==> src/rtl/robot_drive_ctrl.sv <==
// Drive controller for the light-following robot: steer filter, manual drive, bump recovery.
// Optional dark-search spin is compiled in with ROBOT_DRIVE_SEARCH_EN.
module robot_drive_ctrl #(
    parameter int BACKUP_CYC = 50,
    parameter int TURN_CYC   = 30,
    parameter int STABLE_CYC = 4,
    parameter int DARK_CYC   = 100,
    parameter int CW         = 8
) (
    input  logic       clk,
    input  logic       reset,
    input  logic       run,
    input  logic [2:0] sens_l,
    input  logic [2:0] sens_r,
    input  logic       man_mode,
    input  logic       man_l,
    input  logic       man_r,
    input  logic       bump,
    output logic       lw,
    output logic       rw,
    output logic       lrev,
    output logic       rrev,
    output logic [2:0] state,
    output logic [6:0] hex_l,
    output logic [6:0] hex_r
);

    typedef enum logic [2:0] {
        IDLE   = 3'd0,
        TRACK  = 3'd1,
        MANUAL = 3'd2,
        BACKUP = 3'd3,
        TURN   = 3'd4,
        SEARCH = 3'd5
    } state_t;

    typedef enum logic [1:0] {
        ST_BOTH  = 2'd0,
        ST_LEFT  = 2'd1,
        ST_RIGHT = 2'd2
    } steer_t;

`ifdef ROBOT_DRIVE_SEARCH_EN
    localparam bit SEARCH_EN = 1'b1;
`else
    localparam bit SEARCH_EN = 1'b0;
`endif

    localparam logic [6:0] SEG_F = 7'b0001110;
    localparam logic [6:0] SEG_S = 7'b0010010;
    localparam logic [6:0] SEG_R = 7'b0101111;

    localparam int SW = $clog2(STABLE_CYC + 1);
    localparam int DW = $clog2(DARK_CYC + 1);

    localparam logic [SW-1:0] STABLE_LAST = SW'(STABLE_CYC - 1);
    localparam logic [DW-1:0] DARK_LAST   = DW'(DARK_CYC - 1);
    localparam logic [CW-1:0] BACKUP_LD   = CW'(BACKUP_CYC - 1);
    localparam logic [CW-1:0] TURN_LD     = CW'(TURN_CYC - 1);

    state_t        st;
    state_t        nst;
    steer_t        steer;
    steer_t        raw;
    logic          dark;
    logic [SW-1:0] srun;
    logic [DW-1:0] dcnt;
    logic [CW-1:0] cnt;
    logic [CW-1:0] ncnt;
    logic          turn_left;
    logic          nleft;
    logic          nlw;
    logic          nrw;
    logic          nlrev;
    logic          nrrev;

    function automatic logic [6:0] seg(input logic fwd, input logic rev);
        if (fwd)
            seg = SEG_F;
        else if (rev)
            seg = SEG_R;
        else
            seg = SEG_S;
    endfunction

    // Raw steer decision from the two sensor banks
    always_comb begin
        dark = (sens_l == 3'd0) && (sens_r == 3'd0);
        raw  = ST_BOTH;
        if (sens_l > sens_r)
            raw = ST_LEFT;
        else if (sens_r > sens_l)
            raw = ST_RIGHT;
    end

    // Steer filter: adopt a new decision only after it persists
    always_ff @(posedge clk) begin
        if (reset) begin
            steer <= ST_BOTH;
            srun  <= '0;
        end else if (dark || raw == steer) begin
            srun <= '0;
        end else if (srun == STABLE_LAST) begin
            steer <= raw;
            srun  <= '0;
        end else begin
            srun <= srun + 1'b1;
        end
    end

    // Wheel drive for the present state
    always_comb begin
        nlw   = 1'b0;
        nrw   = 1'b0;
        nlrev = 1'b0;
        nrrev = 1'b0;
        if (run) begin
            case (st)
                TRACK: begin
                    if (!dark) begin
                        nlw = (steer != ST_LEFT);
                        nrw = (steer != ST_RIGHT);
                    end
                end
                MANUAL: begin
                    nlw = man_l;
                    nrw = man_r;
                end
                BACKUP: begin
                    nlrev = 1'b1;
                    nrrev = 1'b1;
                end
                TURN: begin
                    nlw   = !turn_left;
                    nrrev = !turn_left;
                    nrw   = turn_left;
                    nlrev = turn_left;
                end
                SEARCH: begin
                    nlw   = SEARCH_EN;
                    nrrev = SEARCH_EN;
                end
                default: ;
            endcase
        end
    end

    // Next state, manoeuvre counter and turn direction
    always_comb begin
        nst   = st;
        ncnt  = '0;
        nleft = turn_left;
        if (!run) begin
            nst = IDLE;
        end else begin
            case (st)
                IDLE: nst = TRACK;
                TRACK: begin
                    if (bump) begin
                        nst   = BACKUP;
                        ncnt  = BACKUP_LD;
                        nleft = (steer == ST_LEFT);
                    end else if (man_mode) begin
                        nst = MANUAL;
                    end else if (SEARCH_EN && dark && dcnt == DARK_LAST) begin
                        nst = SEARCH;
                    end
                end
                MANUAL: begin
                    if (bump) begin
                        nst   = BACKUP;
                        ncnt  = BACKUP_LD;
                        nleft = (steer == ST_LEFT);
                    end else if (!man_mode) begin
                        nst = TRACK;
                    end
                end
                BACKUP: begin
                    if (cnt == '0) begin
                        nst  = TURN;
                        ncnt = TURN_LD;
                    end else begin
                        ncnt = cnt - 1'b1;
                    end
                end
                TURN: begin
                    if (cnt == '0)
                        nst = man_mode ? MANUAL : TRACK;
                    else
                        ncnt = cnt - 1'b1;
                end
                SEARCH: begin
                    if (SEARCH_EN && bump) begin
                        nst   = BACKUP;
                        ncnt  = BACKUP_LD;
                        nleft = (steer == ST_LEFT);
                    end else if (!dark || !SEARCH_EN) begin
                        nst = TRACK;
                    end
                end
                default: nst = IDLE;
            endcase
        end
    end

    // Consecutive dark cycles while tracking
    always_ff @(posedge clk) begin
        if (reset)
            dcnt <= '0;
        else if (st == TRACK && nst == TRACK && dark)
            dcnt <= (dcnt == DARK_LAST) ? dcnt : dcnt + 1'b1;
        else
            dcnt <= '0;
    end

    // State and registered outputs
    always_ff @(posedge clk) begin
        if (reset) begin
            st        <= IDLE;
            cnt       <= '0;
            turn_left <= 1'b0;
            lw        <= 1'b0;
            rw        <= 1'b0;
            lrev      <= 1'b0;
            rrev      <= 1'b0;
            hex_l     <= SEG_S;
            hex_r     <= SEG_S;
        end else begin
            st        <= nst;
            cnt       <= ncnt;
            turn_left <= nleft;
            lw        <= nlw;
            rw        <= nrw;
            lrev      <= nlrev;
            rrev      <= nrrev;
            hex_l     <= seg(nlw, nlrev);
            hex_r     <= seg(nrw, nrrev);
        end
    end

    assign state = st;

endmodule
==> config.mk <==
export PLATFORM = sky130hd
export DESIGN_NAME = robot_drive_ctrl
export DESIGN_NICKNAME = d
export VERILOG_FILES = /design/src/rtl/robot_drive_ctrl.sv
export SDC_FILE = /design/constraint.sdc
export NUM_CORES = 1
export LEC_CHECK = 0
export CORE_MARGIN = 5
export CORE_UTILIZATION = 40
export CTS_CLUSTER_SIZE = 24
export DETAILED_ROUTE_END_ITERATION = 10
export GPL_ROUTABILITY_DRIVEN = 0
export HOLD_SLACK_MARGIN = 0.03
export PLACE_DENSITY = 0.72
export REMOVE_ABC_BUFFERS = 1
export SYNTH_ARGS = -nofsm -noshare
export SYNTH_HDL_FRONTEND = slang
export SYNTH_SLANG_ARGS = --single-unit
==> constraint.sdc <==
create_clock -name clk -period 1.51 [get_ports clk]
set_input_delay 0.3775 -clock clk [delete_from_list [all_inputs] [get_ports clk]]
set_output_delay 0.3775 -clock clk [all_outputs]
set_load 0.01 [all_outputs]
==> metrics.md <==
| Metric | Value |
|---|---|
| Flip-flop and latch count after synthesis | 27 |
| Avg Cell Area, Syn | between 8 and 9 um^2 |
| Worst setup timing slack at the placement stage | -0.573 ns |
| Final #Nets | about 230 |
| Max-slew violation count | 0 |
| Count of non-filler cells in the finished layout | 256 |
| Seq/Total Area, Yosys | 37.4% |
| X dimension of the die | 70.1 um |
| Fin worst setup slack | 0.0511 ns |
| Via density | 4.97 |
| Worst min-delay path endpoint | srun[0]$_SDFF_PP0_ |
| Number of setup violations in the final report | 0 |
| Placed insts | 251 |
| Async set-or-reset flop fraction in the synthesized netlist | 0% |
| Period utilisation layout | about 97% |
| R2r startpoint | state[2]$_SDFFE_PP0P_ |
| Post-cts hold buffer count | 0 |
| Crit path launch type | primary input |
| Maximum operating frequency | 0.685 GHz |
| Library cells used by synthesis | 47 |
| Shortest clock period the worst path allows after layout | 1.46 ns |
| Grt peak-use layer | met2 |
| Core Rows | 21 |
| Via count of the first global-routing pass | 1,279 |
| Worst clock skew | 0.00898 ns |
| FF/Latch Area | 557 um^2 |
| Power density over cell area | 678 nW/um^2 |
| Cts bufs inserted | 3 |
| Share of the synthesized area in compound gates (AO/OA/AOI/OAI) | ~15% |
| Area of the core | around 3400 um^2 |
| Run status | complete, no violations |
| Fill count | 320 |
| Pin count of the biggest net entering global routing | 17 |
| Worst reg2reg setup slack | roughly 0.05 ns |
| Multi-input gate area | roughly 850 um^2 |
| Antenna diode count | 0 |
| Clk pin slew, worst setup/hold paths | 0.14 ns |
| Arithmetic-cell share of the synthesized area counting full adders, half adders and majority gates | 6.06% |
| Remaining antenna violation count after routing | 0 |
| Critical path fanouts, max | 3 |
| Grt total ovfl | 0 |
| 1st-pass router iterations | 4 |
| Number of cells on the worst reg-to-reg path | 4 |
| Post-synthesis share of cell area spent on and, or, nand and nor gates | 26.4% |
| H-Tree Depth | 1 |
| Count of pins on the block boundary | 34 |
| Data arrival at the endpoint of the critical path | approximately 1.7 ns |
| Post-synthesis instance total | between 150 and 200 |
| Main flop type after synthesis | dfxtp_1 |
| Clock sink total | 27 |
| Total leakage power | 0.000948 uW |
| Number of warnings reported in the yosys synthesis log | 0 |
| Met1 capacity usage during global routing | between 15 and 20% |
| Clock insertion delay at the later pin of the skew report | 0.32 ns |
| Placement Cell Area | about 1900 um^2 |
| Global Route Usage Sum | 13.8% |
| Worst Hold Slack | 0.421 ns |
| Number of enable flip-flop cells after synthesis | 0 |
| Routed WL per cell | between 10 and 15 um |
| Cell class contributing the biggest share of worst-path delay | simple AND/OR/NAND/NOR gates |
| Vert. Die Dim | ~70 um |
| Maximum vdd ir drop | 302 uV |
| Global-route wire length before repair | 5650 um |
| Met3 track utilization from global routing | 2.01% |
| CP Cell Sequence | dlygate4sd2_1 > inv_1 > ha_4 > or3b_4 > nand3_2 > o211ai_1 > buf_4 > nor3b_2 |
| Netlist area before placement | 1450 um^2 |
| Die area | 4920 um^2 |
| Min-delay worst type | reg -> reg |
| Leading cell type in the layout, fill and taps excluded | buf_4 |
| CTS tree | yes |
| Remaining DRCs | 0 |
| Endpoint of the most critical register-to-register path | state[1]$_SDFFE_PP0P_ |
| Critical path buffers and inverters | 3 |
| Library cell contributing the largest single delay on the critical path | or3b_4 |
| Most frequent cells in the layout | buf_4 (24), dlygate4sd2_1 (23), dfxtp_1 (20) |
| Peak per-stage delay on the critical path | 0.39 ns |
| Final hold viol count | 0 |
| Layout Area Growth over Synthesis | 36.9% |
| Hold depth | 1 |
| Worst Hold Launch | srun[0]$_SDFF_PP0_ |
| Clock buffer depth | 2 |
| Met2 capacity usage during global routing | 24.2% |
| WP data required | 1.76 ns |
| Share of synthesized area spent on multiplexers | 2.77% |
| Sum of net half-perimeters after detailed placement | between 2000 and 3000 um |
| Number of antenna violations at the first check in global routing | 0 |
| Classification of the worst setup path | in -> reg |
| Main combinational cell family by area after synthesis | simple AND/OR/NAND/NOR gates |
| Final standard cell area without fillers | 1980 um^2 |
| Xor/xnor cell area share of the yosys netlist | 3.03% |
| CTS root buf | clkbuf_4 |
| Input/output buffers | 29 |
| Iteration-0 DRC count of the detailed router | 33 |
| Worst setup EP type | register |
| Effective utilization at floorplan | 42.3% |
| Fraction of layout instances using a drive strength above 1 | 28.1% |
| Max-cap viol count | 0 |
| Setup repair after global routing missed its margin | yes |
| Overall power after layout | around 1300 uW |
| Total number of vias | 1,273 |
| Drt total wl | 3170 um |
metal layers:
metal	wire [um]	share of wire [%]
met4	51	1.6
met3	158	5.0
met2	1570	50
met1	1390	44
met5	0	0
sequential cells by signal (all words and copies together), names as in the netlist, 2 cells and up:
signal,flops
steer,2
state,3
hex_l,3
cnt,8
srun,3
hex_r,3
synth_stat cells, types with 2 or more instances:
master	n	area (um^2)
a211oi_1	3	22.5
a21oi_1	7	35.0
a31oi_1	2	12.5
and2_1	2	12.5
and3_1	2	12.5
buf_2	3	15.0
buf_4	8	60.1
conb_1	2	7.51
dfxtp_1	27	541
ha_1	7	87.6
inv_1	11	41.3
mux2i_1	4	40.0
nand2_1	8	30.0
nand2b_1	4	25.0
nand3_1	3	15.0
nand3b_1	5	37.5
nand4b_1	2	17.5
nor2_1	16	60.1
nor2b_1	5	31.3
nor3_1	2	10.0
nor3b_1	2	15.0
o21ai_0	6	30.0
o21ai_1	4	20.0
or3b_2	2	17.5
xnor2_1	2	17.5
xor2_1	3	26.3
worst max-delay path by stage:
| stage | from | end | depth (start not counted) | slack (ns) |
|---|---|---|---|---|
| finish | sens_l[1] | srun[0]$_SDFF_PP0_ | 8 | 0.05 |
| global route | state[2]$_SDFFE_PP0P_ | state[1]$_SDFFE_PP0P_ | 4 | -0.01 |
| CTS | cnt[0]$_SDFF_PP0_ | state[1]$_SDFFE_PP0P_ | 7 | 0.01 |
| detailed placement | sens_l[1] | srun[2]$_SDFF_PP0_ | 7 | -0.57 |
| global placement | sens_l[1] | srun[2]$_SDFF_PP0_ | 7 | -0.49 |
| floorplan | state[0]$_SDFFE_PP0P_ | hex_r[4]$_SDFF_PP1_ | 4 | -0.05 |
final cells by class:
| class | count | area share, % |
|---|---|---|
| Clock buffer | 3 | 1.14 |
| Sequential cell | 27 | 28.1 |
| Multi-Input combinational cell | 115 | 43.0 |
| Clock inverter | 1 | 0.379 |
| Timing Repair Buffer | 53 | 22.3 |
| Tap cell | 46 | 2.91 |
| Inverter | 11 | 2.09 |
stage by stage:
stage	TNS [ns]	utilization (%)
6_report	0	57.9
2_1_floorplan	-0.127	-
3_3_place_gp	-4.78	55.5
5_1_grt	-0.0106	57.9
4_1_cts	0	56.8
3_5_place_dp	-5.38	55.5
cell families (layout without fill, tap and decap cells):
family	count (synthesis)	in the layout
flops	27	27
other cells	2	4
buf+inv	23	68
simple gates	62	62
fa+ha+maj	7	7
xor+xnor	5	5
mux	4	4
compound gates	33	33
worst reg2reg max path: cells and delay by family (launching register included):
family	cells	cell delay, ns
AOI/OAI and AO/OA	3	0.53
DFF	1	0.41
and+or+nand+nor	1	0.43
where the power goes:
part / internal, uW / switching (uW)
registers: 737 / 18.0
clock network: 101 / 213
logic: 146 / 127
timing repair:
item	4_1_cts	5_1_grt
pin swaps	3	4
buffers inserted	0	1
endpoints found under the setup margin	28	13
gates resized for setup	37	13
Note: power is estimated with default switching activity, not from simulation.
